[config.mk]
export PLATFORM = sky130hd
export DESIGN_NAME = joy_dir_filter
export DESIGN_NICKNAME = d
export VERILOG_FILES = /design/src/rtl/joy_pkg.sv /design/src/rtl/joy_dir_lane.sv /design/src/rtl/joy_dir_filter.sv
export SDC_FILE = /design/constraint.sdc
export NUM_CORES = 1
export LEC_CHECK = 0
export ABC_AREA = 1
export BUFFER_PORTS_ARGS = -buffer_cell sky130_fd_sc_hd__buf_2
export CAP_MARGIN = 0
export CORE_MARGIN = 10
export CORE_UTILIZATION = 40
export DETAILED_ROUTE_END_ITERATION = 7
export GPL_ROUTABILITY_DRIVEN = 0
export HOLD_SLACK_MARGIN = 0.06
export SLEW_MARGIN = 20
export SYNTH_ARGS = -nofsm -noshare
export SYNTH_HDL_FRONTEND = slang
export SYNTH_SLANG_ARGS = --single-unit
[constraint.sdc]
create_clock -name clk_sys -period 1.7 [get_ports clk_sys]
set_clock_uncertainty 0.05 [all_clocks]
set_input_delay 0.085 -clock clk_sys [delete_from_list [all_inputs] [get_ports clk_sys]]
set_output_delay 0.085 -clock clk_sys [all_outputs]
set_load 0.05 [all_outputs]
[src/rtl/joy_pkg.sv]
// ============================================================================
//  Module      : joy_pkg
//  Description : Shared types, direction bit positions and helpers for the
//                joystick direction filter.
//  Revision    : 1.0 - initial release
// ============================================================================
`default_nettype none

package joy_pkg;

    typedef enum logic [1:0] {
        MODE_PASS8   = 2'd0,
        MODE_LAST4   = 2'd1,
        MODE_STICKY4 = 2'd2,
        MODE_HORZ2   = 2'd3
    } joy_mode_e;

    localparam int DIR_UP    = 3;
    localparam int DIR_DOWN  = 2;
    localparam int DIR_LEFT  = 1;
    localparam int DIR_RIGHT = 0;

    // One-hot of the highest set bit; zero when no bit is set.
    function automatic logic [3:0] hi_onehot(input logic [3:0] bits);
        hi_onehot = 4'b0000;
        for (int i = 0; i < 4; i++) begin
            if (bits[i]) hi_onehot = 4'b0001 << i;
        end
    endfunction

endpackage

`default_nettype wire

[src/rtl/joy_dir_lane.sv]
// ============================================================================
//  Module      : joy_dir_lane
//  Description : One player's direction path: synchroniser, debounce, SOCD
//                cancel, direction-mode mask and registered output.
//  Revision    : 1.0 - initial release
// ============================================================================
`default_nettype none

module joy_dir_lane
    import joy_pkg::*;
#(
    parameter int DEB_TICKS = 3,
    parameter int SOCD      = 1
) (
    input  logic       clk,
    input  logic       rst_n,
    input  logic       i_ce,
    input  joy_mode_e  i_mode,
    input  joy_mode_e  i_mode_q,
    input  logic [3:0] i_dir,
    output logic [3:0] o_dir,
    output logic       o_chg
);

    localparam int c_cnt_w = (DEB_TICKS > 1) ? $clog2(DEB_TICKS) : 1;
    localparam logic [c_cnt_w-1:0] c_deb_last =
        c_cnt_w'((DEB_TICKS > 0) ? DEB_TICKS - 1 : 0);

    logic [3:0]         sync1_q, sync1_d, sync2_q, sync2_d;
    logic [3:0]         deb_q, deb_d;
    logic [c_cnt_w-1:0] cnt_q, cnt_d;
    logic [3:0]         v_q, v_d, mask_q, mask_d, dir_q, dir_d;
    logic               chg_q, chg_d;
    logic [3:0]         w_v, w_rise;

    always_comb begin
        sync1_d = i_dir;
        sync2_d = sync1_q;
        deb_d   = deb_q;
        cnt_d   = cnt_q;
        if (DEB_TICKS == 0) begin
            deb_d = sync2_q;
        end else if (sync2_q == deb_q) begin
            cnt_d = '0;
        end else if (i_ce) begin
            if (cnt_q == c_deb_last) begin
                deb_d = sync2_q;
                cnt_d = '0;
            end else begin
                cnt_d = cnt_q + 1'b1;
            end
        end
    end

    always_comb begin
        w_v = deb_q;
        if (SOCD != 0) begin
            if (deb_q[DIR_UP] && deb_q[DIR_DOWN]) begin
                w_v[DIR_UP]   = 1'b0;
                w_v[DIR_DOWN] = 1'b0;
            end
            if (deb_q[DIR_LEFT] && deb_q[DIR_RIGHT]) begin
                w_v[DIR_LEFT]  = 1'b0;
                w_v[DIR_RIGHT] = 1'b0;
            end
        end
        if (i_mode == MODE_HORZ2) begin
            w_v[DIR_UP]   = 1'b0;
            w_v[DIR_DOWN] = 1'b0;
        end
        w_rise = w_v & ~v_q;
    end

    // Later assignments win: the return-to-all-directions cases override any
    // mode-specific selection made above them.
    always_comb begin
        v_d    = w_v;
        mask_d = mask_q;
        case (i_mode)
            MODE_LAST4, MODE_HORZ2: begin
                if (w_rise != 4'b0000) mask_d = hi_onehot(w_rise);
            end
            MODE_STICKY4: begin
                if (mask_q == 4'hF && w_v != 4'b0000) mask_d = hi_onehot(w_v);
            end
            default: ;
        endcase
        if ((w_v & mask_q) == 4'b0000 || i_mode != i_mode_q || i_mode == MODE_PASS8)
            mask_d = 4'hF;
        dir_d = w_v & mask_q;
        chg_d = (dir_d != dir_q);
    end

    always_ff @(posedge clk or negedge rst_n) begin
        if (!rst_n) begin
            sync1_q <= 4'b0000;
            sync2_q <= 4'b0000;
            deb_q   <= 4'b0000;
            cnt_q   <= '0;
            v_q     <= 4'b0000;
            mask_q  <= 4'hF;
            dir_q   <= 4'b0000;
            chg_q   <= 1'b0;
        end else begin
            sync1_q <= sync1_d;
            sync2_q <= sync2_d;
            deb_q   <= deb_d;
            cnt_q   <= cnt_d;
            v_q     <= v_d;
            mask_q  <= mask_d;
            dir_q   <= dir_d;
            chg_q   <= chg_d;
        end
    end

    assign o_dir = dir_q;
    assign o_chg = chg_q;

endmodule

`default_nettype wire

[src/rtl/joy_dir_filter.sv]
// ============================================================================
//  Module      : joy_dir_filter
//  Description : Multi-player joystick direction conditioner; one lane per
//                player sharing a registered run-time direction mode.
//  Revision    : 1.0 - initial release
// ============================================================================
`default_nettype none

module joy_dir_filter
    import joy_pkg::*;
#(
    parameter int PLAYERS   = 2,
    parameter int DEB_TICKS = 3,
    parameter int SOCD      = 1
) (
    input  logic                 clk_sys,
    input  logic                 reset_n,
    input  logic                 ce,
    input  logic [1:0]           mode,
    input  logic [4*PLAYERS-1:0] dir_in,
    output logic [4*PLAYERS-1:0] dir_out,
    output logic [PLAYERS-1:0]   dir_chg
);

    logic      rst_meta_q, rst_meta_d, rst_sync_q, rst_sync_d;
    joy_mode_e mode_q, mode_d;
    joy_mode_e w_mode;

    assign w_mode = joy_mode_e'(mode);

    always_comb begin
        rst_meta_d = 1'b1;
        rst_sync_d = rst_meta_q;
        mode_d     = w_mode;
    end

    // Reset asserts asynchronously but is released to the lanes on clk_sys.
    always_ff @(posedge clk_sys or negedge reset_n) begin
        if (!reset_n) begin
            rst_meta_q <= 1'b0;
            rst_sync_q <= 1'b0;
            mode_q     <= MODE_PASS8;
        end else begin
            rst_meta_q <= rst_meta_d;
            rst_sync_q <= rst_sync_d;
            mode_q     <= mode_d;
        end
    end

    for (genvar p = 0; p < PLAYERS; p++) begin : g_lane
        joy_dir_lane #(
            .DEB_TICKS (DEB_TICKS),
            .SOCD      (SOCD)
        ) u_lane (
            .clk      (clk_sys),
            .rst_n    (rst_sync_q),
            .i_ce     (ce),
            .i_mode   (w_mode),
            .i_mode_q (mode_q),
            .i_dir    (dir_in[4*p +: 4]),
            .o_dir    (dir_out[4*p +: 4]),
            .o_chg    (dir_chg[p])
        );
    end

endmodule

`default_nettype wire

==> results summary, run 1 <==
The flow ran to the end, and the final reports show no timing, DRC or antenna violations. The total vias in the final route came out at 1885. The initial standard-cell utilization of the core came out at 40.9%. The Yosys warning count is 0.

The fraction of final layout cells with drive strength greater than 1 came out at 24.9%. Using the TritonRoute via totals, the vias-per-cell ratio works out to 4.74. The number of top-level design ports is 23. The maximum VDD drop is 0.000981 V.

In this run the worst setup path terminates at g_lane[0].u_lane.o_chg. The final clock period utilization by the worst path is 89.2%. After layout, the design draws a total of 5.62 mW. The violation count after the first detailed-route iteration came out at 92. The global-route wire length before repair came out at 8.87 mm. The die covers 10000 um^2. Detailed placement finished with a half-perimeter wire length of 3.67 mm. The startpoint type of the worst setup path is a flip-flop. Setup repair after global routing left no endpoint under its margin. Across all register-to-register paths, the minimum setup slack is 0.18 ns. Internal power comes to 3.35 mW. The leakage dissipation came out at 1.60 nW.

The max-slew violation count is 0. The maximum clock rate came out at 660 MHz. The power spent charging and discharging nets came out at 2.27 mW. The min-delay analysis places its worst path in the category flip-flop to asynchronous set/reset pin. The flip-flop and latch count after synthesis is 58.

The root cell of the clock tree is clkbuf_8. CTS saw 58 sinks. By startpoint and endpoint, the worst setup path is classified as flip-flop to flip-flop. At the end of the flow, the number of nets in the layout was 333. Dividing the detail-routed wire length by the instance count gives 12.5 um. The required arrival time at the worst endpoint came out at 1.88 ns. The maximum number of pins on one net before global-route repair came out at 38. The area of placed instances is 2780 um^2. The remaining antenna violation count came out at 0. The width of the die is 100 um. The total global routing track utilization came out at 11.1%. Leaving out fill and tap cells, the most frequent cells in the layout are nand2_1, dfrtp_1, nand3_1, inv_1, buf_2.

The leading cell type in the layout, fill and taps excluded is nand2_1. The number of endpoints failing setup at the final stage is 0. The signal on the critical path passes through inv_1, ha_1, nand2_1, xnor2_1, nor2_1, o21ai_1, a21oi_1, nand2_1.

The final critical path time including I/O delays and setup is 1.52 ns. The netlist uses 28 different library cells. The sum of overflow across all layers after global routing is 0. The number of I/O port buffers is 22. Synthesis produced a netlist whose cell count is 271.

The number of diodes added for antenna fixing came out at 0. The standard-cell row count is 29. The number of global-route vias before repair is 1935. The number of failing hold endpoints at the final stage is 0.

Tracing the worst setup path back leads to its startpoint at g_lane[0].u_lane.deb_q[1]. The worst register-to-register path ends at g_lane[0].u_lane.o_chg. The clock reaches the later pin of the worst-skew pair after 0.34 ns. Combinational logic is responsible for 38.0% of the overall power. The slowest stage of the critical path belongs to the cell dfrtp_1. The biggest fanout along the worst timing path came out at 5. The power share of the clock group came out at 24.7%. Summing every instance area after synthesis gives 2560 um^2. The post-synth net total is 288. The number of max-cap violations is 0. The post-synthesis sequential area ratio came out at 57.0%. The setup total negative slack is 0 ns. The largest stage delay on the critical path came out at 0.44 ns. STA classifies the critical path endpoint as a flip-flop.

STA puts the critical path data arrival time at 1.69 ns. The core box area is 6280 um^2. The die extent in y is 100 um. The maximum root-to-sink buffer count came out at 2. For this design the ratio of total power to cell area is 1800 nW/um^2.

With fillers left out, the area of the finished cells amounts to 3130 um^2. The number of setup buffers added after CTS is 0. The final layout contains routed wiring with a total length of 4.99 mm. The number of detailed-routing iterations run before antenna repair came out at 4. TritonCTS built the clock tree. Clock-pin slew was measured on the worst setup and hold paths at 0.07 ns. The layout-stage area growth over the synthesis result came out at 22.0%. The initial antenna violation count is 0. The number of levels the H-tree was split into is 3. The total clock buffers created by CTS came out at 9.

The mean area per synthesized cell is 9.46 um^2. After detailed routing, the number of remaining DRC violations is 0. The worst reg2reg path startpoint is g_lane[0].u_lane.deb_q[1]. Measured in cells, the most critical reg-to-reg path has a length of 8. The most numerous cell on the critical path is nand2_1. The register share of total power came out at 37.3%. Net switching is 40.4% of the power.
-- repair_timing --
action,CTS,global route
endpoints found under the setup margin,0,4
hold buffers,13,0
endpoints found under the hold margin,17,0
gates resized for setup,0,1
-- critical path: cells and delay by family (launching register included) --
family	cells	cell delay, ns
flops	1	0.44
simple gates	3	0.29
fa+ha+maj	1	0.24
compound gates	2	0.17
xor+xnor	1	0.14
buf+inv	1	0.08
-- synthesized netlist by cell type --
master | instances | share of area, %
dfstp_2 | 8 | 8.2
o22ai_1 | 4 | 0.98
o21ai_1 | 2 | 0.39
o21a_1 | 3 | 0.88
buf_4 | 2 | 0.59
nand3_1 | 33 | 6.4
xnor2_1 | 4 | 1.4
o21ai_2 | 2 | 0.68
nor2_2 | 2 | 0.49
conb_1 | 1 | 0.15
a21oi_1 | 4 | 0.78
nand4_2 | 1 | 0.49
ha_1 | 4 | 2.0
nand2_2 | 8 | 2.0
clkinv_2 | 1 | 0.19
nand3b_1 | 1 | 0.29
inv_2 | 10 | 1.5
inv_1 | 30 | 4.4
nand2_1 | 59 | 8.6
nor3_4 | 1 | 0.63
o21ai_0 | 2 | 0.39
nor2_1 | 17 | 2.5
nand4_1 | 5 | 1.2
xor2_1 | 11 | 3.8
dfrtp_1 | 50 | 49
nand3_2 | 4 | 1.6
nand2_4 | 1 | 0.44
nor2_4 | 1 | 0.44
-- per-layer routing --
layer  vias up  part of all wire [%]  track usage [%]
met5         -                     0                0
met1       888                    43             13.0
met2        43                    48             17.2
met4         0                   1.9             5.54
met3         9                   6.5             4.81
li1        945                     -                -
-- metrics by stage --
| step | hold slack [ns] | utilization, % | setup slack, ns | cells |
|---|---|---|---|---|
| detailed placement | -0.155 | 44.2 | 0.183 | 369 |
| floorplan | -0.261 | - | 0.331 | 271 |
| CTS | 0.170 | 49.8 | 0.169 | 398 |
| finish | 0.144 | 49.9 | 0.184 | 398 |
| global placement | -0.159 | 44.2 | 0.232 | 369 |
| global route | 0.178 | 49.9 | 0.0225 | 398 |
-- area by class of cell --
class / instances / area [um^2]
multi-input combinational: 170 / 937
sequential: 58 / 1460
clock buffer: 9 / 124
clock inverter: 7 / 93.8
fill: 593 / 3150
inverter: 41 / 155
timing repair buffer: 36 / 260
tap: 77 / 96.3
-- kinds of logic after synthesis --
family / after synthesis / synth area share, %
AND/OR/NAND/NOR: 133 / 25.1
flip-flops: 58 / 57.0
buffers and inverters: 43 / 6.63
AO/OA/AOI/OAI: 17 / 4.10
XOR/XNOR: 15 / 5.12
adder cells (fa/ha/maj): 4 / 1.95
other: 1 / 0.146
-- flip-flops by register name (all words and copies together), names as in the netlist --
signal	flops
g_lane.u_lane.deb_q	8
g_lane.u_lane.sync2_q	8
g_lane.u_lane.v_q	8
rst_meta_q	1
g_lane.u_lane.cnt_q	4
mode_q	2
g_lane.u_lane.mask_q	8
g_lane.u_lane.o_dir	8
rst_sync_q	1
g_lane.u_lane.sync1_q	8
g_lane.u_lane.o_chg	2
-- power by group through the flow --
stage	combinational [mW]	sequential, mW	clock [mW]
5_1_grt	2.44	2.15	1.47
3_3_place_gp	2.08	2.11	0
4_1_cts	2.15	2.11	1.42
6_report	2.13	2.10	1.39
2_1_floorplan	1.45	2.34	0
3_5_place_dp	2.12	2.12	0
-- worst min-delay path by stage --
stage,from,to,cells past startpoint
floorplan,reset_n,mode_q[0],0
global placement,reset_n,rst_meta_q,1
detailed placement,reset_n,rst_meta_q,1
CTS,rst_sync_q,g_lane[1].u_lane.o_dir[1],0
global route,rst_sync_q,g_lane[1].u_lane.o_dir[1],0
finish,rst_sync_q,g_lane[1].u_lane.o_dir[1],0
Power figures use the tool's default switching activity.
==> run 2, diff against run 1 <==
--- a/config.mk
+++ b/config.mk
@@ -9,10 +9,12 @@
 export BUFFER_PORTS_ARGS = -buffer_cell sky130_fd_sc_hd__buf_2
 export CAP_MARGIN = 0
 export CORE_MARGIN = 10
-export CORE_UTILIZATION = 40
+export CORE_UTILIZATION = 45
 export DETAILED_ROUTE_END_ITERATION = 7
 export GPL_ROUTABILITY_DRIVEN = 0
 export HOLD_SLACK_MARGIN = 0.06
+export PLACE_DENSITY = 0.66
+export REMOVE_ABC_BUFFERS = 1
 export SLEW_MARGIN = 20
 export SYNTH_ARGS = -nofsm -noshare
 export SYNTH_HDL_FRONTEND = slang
==> run 2 against run 1 <==
Against the previous run: global-route usage up 0.32 points; final area down 1.2%; sequential power about the same; cell count down 1.0%; critical path type unchanged; utilization up 6.3 points; via count down 3.1%; sequential cell count unchanged; sequential share of layout area up 0.57 points; register-to-register slack about the same.
==> results summary, run 2 (synthesis gave the netlist of run 1 again) <==
Result of the run: completed (unchanged). The max-slew violation count is 0 (unchanged). The CTS tree is built (unchanged). The initial antenna violation count was 0 (unchanged). The number of detailed-routing iterations run before antenna repair is 4 (unchanged).

The total vias in the final route came out at 1827 (was 1885). The final-layout fill cell count was 495 (was 593). The critical setup path kind is flip-flop to flip-flop (unchanged).

The required arrival time at the worst endpoint came to 1.93 ns (was 1.88 ns). The maximum root-to-sink buffer count came out at 2 (unchanged). The area of the die is 9120 um^2 (was 10000 um^2). The number of endpoints failing setup at the final stage came to 0 (unchanged).

The met1 track utilization from global routing is 13.2% (was 13.0%). The biggest fanout along the worst timing path was 5 (unchanged). The maximum number of pins on one net before global-route repair was 32 (was 38). The global-route wire length before repair came out at 8.07 mm (was 8.87 mm). The gate family responsible for the most delay along the worst path was simple AND/OR/NAND/NOR gates (was flip-flops). The arrival time reported for the critical path endpoint was 1.74 ns (was 1.69 ns). The root cell of the clock tree is clkbuf_8 (unchanged). The setup total negative slack came out at 0 ns (unchanged).

The number of global-route vias before repair came out at 1860 (was 1935). The fraction of final layout cells with drive strength greater than 1 is 24.2% (was 24.9%). The remaining antenna violation count came out at 0 (unchanged).

The count of placed standard cells in the final layout, fillers left out came out at 394 (was 398). The number of failing hold endpoints at the final stage came out at 0 (unchanged). The detailed-route DRC error count is 0 (unchanged). The number of max-cap violations came to 0 (unchanged). The number of sinks handled by clock tree synthesis came out at 58 (unchanged). The core box area came out at 5510 um^2 (was 6280 um^2).

The type of element capturing the critical path was a flip-flop (unchanged). Sequence of cells on the critical path: inv_1, ha_1, a21oi_1, nand4_1, nand2_2, nand2_1, nand3_1 (was inv_1, ha_1, nand2_1, xnor2_1, nor2_1, o21ai_1, a21oi_1, nand2_1). The number of I/O port buffers came out at 22 (unchanged). The most used routing layer was met2 (unchanged). The leakage dissipation is 1.59 nW (was 1.60 nW).

The final clock period utilization by the worst path came to 89.0% (was 89.2%). The maximum VDD drop is 0.000855 V (was 0.000981 V). The fraction of the core area covered by cells at the end of the flow came out at 56.1% (was 49.9%). The detailed placement HPWL came out at 3.30 mm (was 3.67 mm). The setup slack after layout came out at 0.187 ns (was 0.184 ns). The width of the die is 95.5 um (was 100 um). The layout-stage area growth over the synthesis result is 20.5% (was 22.0%). Unrepaired setup endpoints after global routing: no (unchanged). The sum of overflow across all layers after global routing is 0 (unchanged).

The number of setup buffers added after CTS is 0 (unchanged). The startpoint type of the worst setup path was a flip-flop (unchanged). The insertion delay to the later sink of the worst-skew pair came to 0.34 ns (about the same).

The average wire per standard cell came out at 11.5 um (was 12.5 um). The violation count after the first detailed-route iteration came out at 50 (was 92). The number of top-level design ports is 23 (unchanged). The class of the most critical hold timing path is flip-flop to asynchronous set/reset pin (unchanged). The maximum clock rate came to 661 MHz (was 660 MHz).

The initial standard-cell utilization of the core is 46.6% (was 40.9%). The final critical path time including I/O delays and setup was 1.51 ns (was 1.52 ns). The post-detailed-routing wire length came out at 4.51 mm (was 4.99 mm). The placement-stage worst setup slack was 0.193 ns (was 0.183 ns). The total clock buffers created by CTS came to 9 (unchanged). Commonest cells after routing, fill and taps aside: nand2_1, dfrtp_1, nand3_1, inv_1, buf_2 (unchanged).

The power density over cell area came out at 1720 nW/um^2 (was 1800 nW/um^2). The met3 demand-to-capacity share in global routing came out at 5.18% (was 4.81%). The largest stage delay on the critical path is 0.40 ns (was 0.44 ns). The leading cell type in the layout, fill and taps excluded was nand2_1 (unchanged). The number of levels the H-tree was split into is 3 (unchanged). The overall power of the completed layout came out at 5.33 mW (was 5.62 mW). The total instance count after detailed placement is 365 (was 369). The total global routing track utilization came out at 11.5% (was 11.1%).

The vias per cell came out at 4.64 (was 4.74). The net count of the finished layout is 334 (was 333). The number of diodes added for antenna fixing came out at 0 (unchanged). The met2 track utilization from global routing is 17.4% (was 17.2%).

The CTS clock-pin slew for the worst setup and hold paths is 0.06 ns (was 0.07 ns). The die extent in y is 95.5 um (was 100 um). The standard-cell row count is 27 (was 29). The count of buffer and inverter cells on the critical path is 1 (unchanged).

The cell at the slowest stage of the critical path is dfrtp_1 (unchanged).
-- run 2: area by class of cell --
class                      count  area (um^2)  share of cell area (%)
clock buffer                  14          173                    5.58
clock inverter                 2         10.0                   0.324
inverter                      41          155                    5.02
multi-input combinational    170          933                    30.2
sequential                    58         1460                    47.3
tap                           72         90.1                    2.91
timing repair buffer          37          268                    8.66
-- run 2: worst paths after layout --
check                           slack (ns)  cells after the start                           to                         from
max in group asynchronous             0.82                      3                   rst_sync_q                      reset_n
worst min register to register        0.11                      0    g_lane[1].u_lane.o_dir[2]                   rst_sync_q
min in group clk_sys                  0.29                      0  g_lane[0].u_lane.sync2_q[3]  g_lane[0].u_lane.sync1_q[3]
worst min-delay path                  0.11                      0    g_lane[1].u_lane.o_dir[2]                   rst_sync_q
worst max register to register        0.19                      7   g_lane[1].u_lane.mask_q[1]    g_lane[1].u_lane.deb_q[1]
worst max-delay path                  0.19                      7   g_lane[1].u_lane.mask_q[1]    g_lane[1].u_lane.deb_q[1]
-- run 2: power by group --
part	internal, mW	leakage [nW]	switching, mW
registers	1.80	0.700	0.279
logic	0.726	0.796	1.38
clock network	0.644	0.0965	0.508
total	3.17	1.59	2.16
-- run 2: layer usage --
metal  vias up  part of all wire, %
met3         8                  7.2
met2        44                   45
li1        947                    -
met1       828                   47
met4         0                  1.2
met5         -                    0
-- run 2: repair_timing --
action / CTS / global route
resized for setup: 0 / 0
hold endpoints to repair: 18 / 0
hold buffers: 13 / 0
-- run 2: per-stage QoR --
stage | hold WS, ns | instance area (um^2)
floorplan | -0.261 | 2550
global route | 0.149 | 3090
finish | 0.109 | 3090
detailed placement | -0.157 | 2780
global placement | -0.159 | 2780
CTS | 0.128 | 3090
==> run 3, diff against run 2 <==
--- a/config.mk
+++ b/config.mk
@@ -8,6 +8,7 @@
 export ABC_AREA = 1
 export BUFFER_PORTS_ARGS = -buffer_cell sky130_fd_sc_hd__buf_2
 export CAP_MARGIN = 0
+export CORE_ASPECT_RATIO = 0.6
 export CORE_MARGIN = 10
 export CORE_UTILIZATION = 45
 export DETAILED_ROUTE_END_ITERATION = 7
==> run 3 against run 2 <==
Against the previous run: non-clock buffer count shrank 1; die area grew 1.1%; critical path depth is the same; register-to-register slack lost 0.05 ns; count of clock-buffer cells in the layout shrank 1; hold slack gained 0.096 ns; utilization is essentially flat.
==> results summary, run 3 (synthesis gave the netlist of run 1 again) <==
Result of the run: completed (unchanged). The max-slew violation count came out at 0 (unchanged). The root cell of the clock tree was clkbuf_8 (unchanged). The leakage dissipation was 1.59 nW (about the same). The CTS tree is built (unchanged). The total instance count after detailed placement is 372 (was 365). The number of endpoints failing setup at the final stage came to 0 (unchanged).

The number of failing hold endpoints at the final stage came out at 0 (unchanged). The number of setup buffers added after CTS is 0 (unchanged). The critical setup path kind is flip-flop to flip-flop (unchanged).

The net count of the finished layout came out at 333 (was 334). The average wire per standard cell is 12.0 um (was 11.5 um). The number of cells on the worst reg-to-reg path is 7 (unchanged). The area of combinational cells with multiple inputs is 948 um^2 (was 933 um^2). The biggest fanout along the worst timing path is 5 (unchanged).

The maximum root-to-sink buffer count is 2 (unchanged). The final-layout fill cell count is 495 (unchanged). The class of the most critical hold timing path is flip-flop to asynchronous set/reset pin (unchanged). The CTS clock-pin slew for the worst setup and hold paths was 0.06 ns (about the same).

The type of element capturing the critical path is a flip-flop (unchanged). The maximum VDD drop came to 0.000669 V (was 0.000855 V). The startpoint type of the worst setup path is a flip-flop (unchanged). The worst flop-to-flop path endpoint is g_lane[1].u_lane.o_chg (was g_lane[1].u_lane.mask_q[1]). The overall power of the completed layout came out at 5.44 mW (was 5.33 mW).

The width of the die is 117 um (was 95.5 um). The remaining antenna violation count came out at 0 (unchanged). The number of top-level design ports came to 23 (unchanged). The total clock buffers created by CTS came out at 9 (unchanged). The setup slack after layout is 0.141 ns (was 0.187 ns).

The sum of overflow across all layers after global routing came out at 0 (unchanged). The post-detailed-routing wire length came to 4.78 mm (was 4.51 mm). The initial antenna violation count is 0 (unchanged).

The area of placed instances is 2780 um^2 (about the same). The detailed-route DRC error count is 0 (unchanged). The number of global-route vias before repair is 1826 (was 1860). The total vias in the final route is 1830 (was 1827). The initial standard-cell utilization of the core came to 46.3% (was 46.6%).

The arrival time reported for the critical path endpoint is 1.72 ns (was 1.74 ns). The detailed placement HPWL came out at 3.47 mm (was 3.30 mm). The number of I/O port buffers is 22 (unchanged). The final standard cell area without fillers came out at 3120 um^2 (was 3090 um^2).

The number of diodes added for antenna fixing was 0 (unchanged). The area of the die came out at 9220 um^2 (was 9120 um^2). The fraction of final layout cells with drive strength greater than 1 came out at 25.0% (was 24.2%). The final hold slack is 0.205 ns (was 0.109 ns).

The layout-stage area growth over the synthesis result came to 21.5% (was 20.5%). The required arrival time at the worst endpoint came out at 1.86 ns (was 1.93 ns). The number of sinks handled by clock tree synthesis came out at 58 (unchanged).

The maximum clock rate came out at 642 MHz (was 661 MHz). The number of levels the H-tree was split into came out at 3 (unchanged). The vias per cell is 4.58 (was 4.64). The final critical path time including I/O delays and setup is 1.56 ns (was 1.51 ns). The violation count after the first detailed-route iteration is 89 (was 50). The leading cell type in the layout, fill and taps excluded is nand2_1 (unchanged). The worst reg2reg path startpoint is g_lane[1].u_lane.deb_q[1] (unchanged).

The sequential cell area in the final layout came out at 1460 um^2 (unchanged). The number of detailed-routing iterations run before antenna repair is 4 (unchanged). The global-route wire length before repair came out at 8.27 mm (was 8.07 mm). The total global routing track utilization is 11.3% (was 11.5%). The worst-case register-to-register setup slack was 0.14 ns (was 0.19 ns). The power density over cell area came out at 1750 nW/um^2 (was 1720 nW/um^2). The core box area is 5540 um^2 (was 5510 um^2). The cell at the slowest stage of the critical path is dfrtp_1 (unchanged).

The die extent in y came to 78.5 um (was 95.5 um). The count of placed standard cells in the final layout, fillers left out came to 400 (was 394). The largest stage delay on the critical path came out at 0.41 ns (was 0.40 ns). Commonest cells after routing, fill and taps aside: nand2_1, dfrtp_1, nand3_1, inv_1, buf_2 (unchanged). The standard-cell row count was 21 (was 27). The placement-stage worst setup slack is 0.0927 ns (was 0.193 ns). The number of max-cap violations came to 0 (unchanged). The maximum number of pins on one net before global-route repair came out at 55 (was 32). Sequence of cells on the critical path: inv_1, ha_1, nand2_1, xnor2_1, nor2_1, o21a_1, nand3_1 (was inv_1, ha_1, a21oi_1, nand4_1, nand2_2, nand2_1, nand3_1). The final clock period utilization by the worst path came out at 91.7% (was 89.0%). The insertion delay to the later sink of the worst-skew pair is 0.34 ns (about the same).
run 3: area by class of cell:
| class | instances | share of cell area, % |
|---|---|---|
| clock buffer | 13 | 5.74 |
| clock inverter | 2 | 0.321 |
| inverter | 41 | 4.98 |
| multi-input combinational | 170 | 30.4 |
| sequential | 58 | 46.9 |
| tap | 80 | 3.21 |
| timing repair buffer | 36 | 8.35 |
run 3: repair_timing:
action | 4_1_cts | 5_1_grt
gates resized for setup | 0 | 3
hold buffers | 13 | 0
endpoints found under the hold margin | 18 | 0
endpoints found under the setup margin | 0 | 1
run 3: worst max-delay path by stage:
stage,start,endpoint,slack [ns],cells after the start
floorplan,rst_sync_q,g_lane[0].u_lane.cnt_q[0],-0.01,0
global placement,g_lane[0].u_lane.deb_q[1],g_lane[0].u_lane.o_chg,0.22,8
detailed placement,g_lane[0].u_lane.deb_q[1],g_lane[0].u_lane.o_chg,0.09,8
CTS,g_lane[0].u_lane.deb_q[1],g_lane[0].u_lane.o_chg,0.07,8
global route,g_lane[0].u_lane.deb_q[0],g_lane[0].u_lane.o_chg,-0.006,8
finish,g_lane[1].u_lane.deb_q[1],g_lane[1].u_lane.o_chg,0.14,7
run 3: where the power goes:
| group | leakage [nW] | switching (mW) | internal, mW |
|---|---|---|---|
| clock | 0.101 | 0.509 | 0.674 |
| combinational | 0.790 | 1.43 | 0.741 |
| sequential | 0.700 | 0.285 | 1.80 |
| total | 1.59 | 2.23 | 3.21 |
run 3: routing by layer:
metal	share of wire [%]	GRT usage (%)	routed length (um)	vias up
li1	-	-	-	949
met4	1.1	3.93	51	0
met2	39	15.7	1880	46
met5	0	0	0	-
met3	7.0	6.14	333	6
met1	53	14.4	2520	829
run 3: worst max-delay path: cells and delay by family (launching register included):
family                   cells  cell delay (ns)
AO/OA/AOI/OAI                1             0.14
XOR/XNOR                     1             0.16
adder cells (fa/ha/maj)      1             0.25
buffers and inverters        1             0.07
flip-flops                   1             0.41
AND/OR/NAND/NOR              3             0.36
run 3: stage by stage:
step,util [%],TNS (ns)
global route,56.2,-0.00584
finish,56.2,0
detailed placement,50.2,0
CTS,55.9,0
floorplan,-,-0.482
global placement,50.2,0
